$ cat src/rtl/alu_pkg.sv
// Shared definitions for the ALU op sequencer: opcodes, FSM states and the
// latched instruction fields.
package alu_pkg;

  localparam int unsigned NUM_REGS = 4;
  localparam int unsigned REG_AW   = 2;
  localparam int unsigned OP_W     = 3;

  localparam logic [OP_W-1:0] OP_MOV = 3'b000;
  localparam logic [OP_W-1:0] OP_ADD = 3'b001;
  localparam logic [OP_W-1:0] OP_SUB = 3'b010;
  localparam logic [OP_W-1:0] OP_AND = 3'b011;
  localparam logic [OP_W-1:0] OP_OR  = 3'b100;
  localparam logic [OP_W-1:0] OP_XOR = 3'b101;
  localparam logic [OP_W-1:0] OP_NOT = 3'b110;
  localparam logic [OP_W-1:0] OP_LDI = 3'b111;

  typedef enum logic [1:0] {
    ST_IDLE  = 2'd0,
    ST_FETCH = 2'd1,
    ST_EXEC  = 2'd2,
    ST_WB    = 2'd3
  } state_e;

  typedef struct packed {
    logic [OP_W-1:0]   opcode;
    logic [REG_AW-1:0] rd;
    logic [REG_AW-1:0] rs1;
    logic [REG_AW-1:0] rs2;
  } instr_t;

endpackage

$ cat src/rtl/alu_regfile.sv
// 4-entry register file: two combinational read ports, one synchronous
// write port, synchronous active-low clear.
module alu_regfile
  import alu_pkg::*;
#(
  parameter int unsigned SIZE = 8
) (
  input  logic              clk,
  input  logic              rst_n,
  input  logic              we_i,
  input  logic [REG_AW-1:0] waddr_i,
  input  logic [SIZE-1:0]   wdata_i,
  input  logic [REG_AW-1:0] raddr1_i,
  input  logic [REG_AW-1:0] raddr2_i,
  output logic [SIZE-1:0]   rdata1_c,
  output logic [SIZE-1:0]   rdata2_c
);

  logic [SIZE-1:0] mem_q [NUM_REGS];

  always_ff @(posedge clk) begin
    if (!rst_n) begin
      for (int i = 0; i < int'(NUM_REGS); i++) mem_q[i] <= '0;
    end else if (we_i) begin
      mem_q[waddr_i] <= wdata_i;
    end
  end

  assign rdata1_c = mem_q[raddr1_i];
  assign rdata2_c = mem_q[raddr2_i];

endmodule

$ cat src/rtl/alu_op_sequencer.sv
// Multi-cycle controller: accepts one instruction, reads operands, drives the
// external ALU, captures its result and writes it back to the register file.
module alu_op_sequencer
  import alu_pkg::*;
#(
  parameter int unsigned SIZE = 8
) (
  input  logic            clk,
  input  logic            rst_n,
  input  logic            instr_valid,
  output logic            instr_ready,
  input  logic [2:0]      opcode,
  input  logic [1:0]      rd,
  input  logic [1:0]      rs1,
  input  logic [1:0]      rs2,
  input  logic [SIZE-1:0] imm,
  output logic [2:0]      alu_op,
  output logic [SIZE-1:0] alu_a,
  output logic [SIZE-1:0] alu_b,
  input  logic [SIZE-1:0] alu_y,
  output logic            done,
  output logic [SIZE-1:0] result,
  output logic            zero
);

  state_e          state_q, state_d;
  instr_t          instr_q, instr_d;
  logic [2:0]      alu_op_q, alu_op_d;
  logic [SIZE-1:0] alu_a_q, alu_a_d;
  logic [SIZE-1:0] alu_b_q, alu_b_d;
  logic [SIZE-1:0] result_q, result_d;
  logic            zero_q, zero_d;
  logic            done_q, done_d;
  logic            ready_q, ready_d;

  logic            rf_we_c;
  logic [SIZE-1:0] rf_rdata1_c;
  logic [SIZE-1:0] rf_rdata2_c;

  alu_regfile #(.SIZE(SIZE)) u_regfile (
    .clk      (clk),
    .rst_n    (rst_n),
    .we_i     (rf_we_c),
    .waddr_i  (instr_q.rd),
    .wdata_i  (result_q),
    .raddr1_i (instr_q.rs1),
    .raddr2_i (instr_q.rs2),
    .rdata1_c (rf_rdata1_c),
    .rdata2_c (rf_rdata2_c)
  );

  // Write-back happens at the edge that ends the WB cycle.
  assign rf_we_c = (state_q == ST_WB);

  always_ff @(posedge clk) begin
    if (!rst_n) state_q <= ST_IDLE;
    else        state_q <= state_d;
  end

  // Next-state and datapath register updates.
  always_comb begin
    state_d  = state_q;
    instr_d  = instr_q;
    alu_op_d = alu_op_q;
    alu_a_d  = alu_a_q;
    alu_b_d  = alu_b_q;
    result_d = result_q;
    zero_d   = zero_q;
    unique case (state_q)
      ST_IDLE: begin
        if (instr_valid) begin
          instr_d = '{opcode: opcode, rd: rd, rs1: rs1, rs2: rs2};
          if (opcode == OP_LDI) begin
            // LDI bypasses the ALU: result is ready for the WB cycle.
            result_d = imm;
            zero_d   = (imm == '0);
            state_d  = ST_WB;
          end else begin
            state_d  = ST_FETCH;
          end
        end
      end
      ST_FETCH: begin
        alu_a_d  = rf_rdata1_c;
        alu_b_d  = rf_rdata2_c;
        alu_op_d = instr_q.opcode;
        state_d  = ST_EXEC;
      end
      ST_EXEC: begin
        result_d = alu_y;
        zero_d   = (alu_y == '0);
        state_d  = ST_WB;
      end
      ST_WB: begin
        state_d = ST_IDLE;
      end
      default: state_d = ST_IDLE;
    endcase
    ready_d = (state_d == ST_IDLE);
    done_d  = (state_d == ST_WB);
  end

  always_ff @(posedge clk) begin
    if (!rst_n) begin
      instr_q  <= '0;
      alu_op_q <= OP_MOV;
      alu_a_q  <= '0;
      alu_b_q  <= '0;
      result_q <= '0;
      zero_q   <= 1'b1;
      done_q   <= 1'b0;
      ready_q  <= 1'b1;
    end else begin
      instr_q  <= instr_d;
      alu_op_q <= alu_op_d;
      alu_a_q  <= alu_a_d;
      alu_b_q  <= alu_b_d;
      result_q <= result_d;
      zero_q   <= zero_d;
      done_q   <= done_d;
      ready_q  <= ready_d;
    end
  end

  assign instr_ready = ready_q;
  assign alu_op      = alu_op_q;
  assign alu_a       = alu_a_q;
  assign alu_b       = alu_b_q;
  assign done        = done_q;
  assign result      = result_q;
  assign zero        = zero_q;

endmodule

$ cat config.mk
export PLATFORM = sky130hd
export DESIGN_NAME = alu_op_sequencer
export DESIGN_NICKNAME = d
export VERILOG_FILES = /design/src/rtl/alu_pkg.sv /design/src/rtl/alu_regfile.sv /design/src/rtl/alu_op_sequencer.sv
export SDC_FILE = /design/constraint.sdc
export NUM_CORES = 1
export LEC_CHECK = 0
export BUFFER_PORTS_ARGS = -buffer_cell sky130_fd_sc_hd__buf_2
export CAP_MARGIN = 30
export CORE_MARGIN = 2
export CORE_UTILIZATION = 60
export DETAILED_ROUTE_END_ITERATION = 10
export PLACE_DENSITY = 0.95
export SYNTH_ARGS = -nofsm -noshare
export SYNTH_HDL_FRONTEND = slang
export SYNTH_HIERARCHICAL = 1
export SYNTH_SLANG_ARGS = --single-unit
$ cat constraint.sdc
create_clock -name clk -period 2.9 [get_ports clk]
set_input_delay 0.29 -clock clk [delete_from_list [all_inputs] [get_ports clk]]
set_output_delay 0.29 -clock clk [all_outputs]
set_load 0.01 [all_outputs]
==> results.sh <==
export IMPL_outcome="completed"
export IMPL_clkPwrFrac=0.342
export IMPL_cts_tree="built"
export IMPL_cp_max_fo=11
export IMPL_r2r_start="state_q[0]$_SDFF_PN0_"
export IMPL_hold_path_class="in2reg"
export IMPL_synthCells=268
export IMPL_synth_edf_count=32
export IMPL_dp_hpwl_um=4900
export IMPL_ant_nets=0
export IMPL_die_y_um=78.9
export IMPL_slew_violations=0
export IMPL_core_area_um2=5470
export IMPL_antenna_found_initial=0
export IMPL_synth_seq_area_share=0.529
export IMPL_tightest_slew_ns=0.719
export IMPL_end_kind="register"
export IMPL_setup_viol=0
export IMPL_worst_ir_drop_vdd_v=0.000532
export IMPL_grt_pass1_vias=2443
export IMPL_setup_tns_ns=0
export IMPL_cap_violations=0
export IMPL_cts_root_buffer="clkbuf_8"
export IMPL_boundaryPins=58
export IMPL_slew_headroom=0.520
export IMPL_viasPerCell=5.83
export IMPL_drcViolationCount=0
export IMPL_grt_first_pass_wirelength_um=11500
export IMPL_start_util=0.615
export IMPL_grt_use_met2=0.421
export IMPL_hold_viol=0
export IMPL_switching_share=0.284
export IMPL_ys_top_cells_by_count="41 x dfxtp_1, 32 x edfxtp_1, 27 x mux2i_1"
export IMPL_fp_dieW_um=78.9
export IMPL_seqPwrFrac=0.436
export IMPL_rrSetupSlack_ns=1.01
export IMPL_die_area_um2=6230
export IMPL_p_int_mw=2.14
export IMPL_grt_max_degree=38
export IMPL_min_period_ns=1.89
export IMPL_cp_startpoint="state_q[0]$_SDFF_PN0_"
export IMPL_powerDensity_nw_per_um2=763
export IMPL_use_met3=0.0545
export IMPL_final_period_utilization=0.653
export IMPL_totalWireLength_um=7010
export IMPL_synthTopCellsByArea="edfxtp_1 29%, dfxtp_1 24%, mux4_2 11%"
export IMPL_yosys_warnings=6
export IMPL_worstPathArrival_ns=2.09
export IMPL_yosysMostFrequentCell="dfxtp_1"
export IMPL_rsz0062_at_grt="no"
export IMPL_ctsResizeCount=0
export IMPL_fin_ws_ns=1.01
export IMPL_post_cts_buffers=0
export IMPL_clock_sinks=73
export IMPL_syn_num_nets=300
export IMPL_grt_usage=0.246
export IMPL_synth_top_area_frac=0.285
export IMPL_area_delta_synth_final_pct=16.6
export IMPL_syn_area_per_cell_um2=12.6
export IMPL_synth_ff_type="dfxtp_1"
export IMPL_clk_latency_ns=0.34
export IMPL_routabilityCongestion=0.836
export IMPL_p_comb_frac=0.222
export IMPL_fin_nets=355
export IMPL_critical_path_class="reg2reg"
export IMPL_nFillCells=381
export IMPL_firstDrtPassIters=4
export IMPL_cts_inserted_buffers=9
export IMPL_fmax_ghz=0.528
export IMPL_clockBufferDepth=2
export IMPL_rows=27
export IMPL_first_iter_violations=209
export IMPL_clk_pin_slew_worst_paths_ns=0.08
export IMPL_vias=2330
export IMPL_critPathRequiredTime_ns=3.10
export IMPL_grt_overflow_total=0
export IMPL_yosysTopAreaCell="edfxtp_1"
export IMPL_synth_area_um2=3370
export IMPL_drive_above_1_share=0.323
export IMPL_cts_hold_buf=0
export IMPL_grt_busiest_layer="met2"
export IMPL_htree_levels=3
export IMPL_cp_start_kind="register"
export IMPL_dp_slack_ns=1.04
export IMPL_port_buffer_count=57
export IMPL_crit_end="zero$_SDFFE_PN1P_"
export IMPL_reg2reg_depth=5
export IMPL_grt_use_met1=0.291
export IMPL_final_setup_skew_ns=0.00870
export IMPL_r2r_end="zero$_SDFFE_PN1P_"
export IMPL_yosysUniqueCellTypes=38
export IMPL_post_drt_wl_per_cell_um=17.5
export IMPL_synthArstFlopShare=0
export IMPL_p_switching_mw=0.851
export IMPL_antennaDiodeCount=0
export IMPL_leakage_nw=1.56
export IMPL_ys_ff_latch=73
flip-flops by register name, summed over array words and instances (netlist names):
name and count:
u_regfile/mem_q 32, instr_q 9, alu_a 8, alu_b 8, result 8, alu_op 3, state_q 2, done 1
instr_ready 1, zero 1
layer usage:
| metal | share of wire | up-vias |
|---|---|---|
| met4 | 0.016 | 0 |
| met5 | 0 | - |
| met2 | 0.52 | 83 |
| met3 | 0.051 | 11 |
| li1 | - | 1115 |
| met1 | 0.42 | 1121 |
final cells by class:
class	instances	area, µm²	area share
Inverter	4	15.0	0.00382
Tap cell	72	90.1	0.0229
Timing Repair Buffer	62	323	0.0822
Multi-Input combinational cell	173	1460	0.372
Clock buffer	9	124	0.0315
Clock inverter	7	133	0.0338
Sequential cell	73	1780	0.454
power groups by stage:
stage / registers [mW] / logic, mW / clock network (mW)
after floorplan: 1.31 / 0.490 / 0
after detailed placement: 1.33 / 0.660 / 0
after global routing: 1.33 / 0.720 / 1.08
after global placement: 1.32 / 0.631 / 0
after CTS: 1.31 / 0.662 / 1.03
final: 1.31 / 0.664 / 1.03
cells by family (layout without fill, tap and decap cells):
logic type,count (synthesis),in the layout,share of synthesized area
AOI/OAI and AO/OA,35,35,0.0855
adders and majority gates,4,4,0.0149
buffers and inverters,22,82,0.0372
DFF,73,73,0.529
muxes,43,43,0.187
and+or+nand+nor,91,91,0.146
cell usage in the layout, fill, tap and decap left out, drive strengths merged, types with 8 or more instances in the layout:
master  netlist  layout
a21oi         9       9
and2         24      24
buf          10      62
nor2         22      22
clkbuf        8       9
and3          8       8
dfxtp        41      41
edfxtp       32      32
mux4         16      16
mux2i        27      27
a211oi       16      16
nand3        12      12
nand2        12      12
metrics by stage:
step           area [µm²]  hold slack [ns]  cells  utilization  total power, mW
3_3_place_gp         3670            0.446    384        0.671             1.95
6_report             3930            0.208    400        0.717             3.00
4_1_cts              3930            0.197    400        0.717             3.00
2_1_floorplan        3370            0.417    268            -             1.80
3_5_place_dp         3670            0.457    384        0.671             1.99
5_1_grt              3930            0.190    400        0.717             3.12
how the worst min path moves through the flow:
stage | startpoint | endpoint | slack (ns) | cells after the start
floorplan | rst_n | zero$_SDFFE_PN1P_ | 0.42 | 1
global placement | instr_q[7]$_SDFFE_PN0P_ | instr_q[7]$_SDFFE_PN0P_ | 0.45 | 2
detailed placement | instr_q[6]$_SDFFE_PN0P_ | instr_q[6]$_SDFFE_PN0P_ | 0.46 | 2
CTS | rd[1] | instr_q[5]$_SDFFE_PN0P_ | 0.20 | 3
global route | rd[1] | instr_q[5]$_SDFFE_PN0P_ | 0.19 | 3
finish | rd[0] | instr_q[4]$_SDFFE_PN0P_ | 0.21 | 3
critical path: stages, from the launching register on:
cell and delay [ns]:
dfxtp_1 0.34, inv_1 0.10, ha_1 0.48, nor2b_1 0.24
a21o_1 0.40, a41oi_2 0.19
Note: power is estimated with default switching activity, not from simulation.
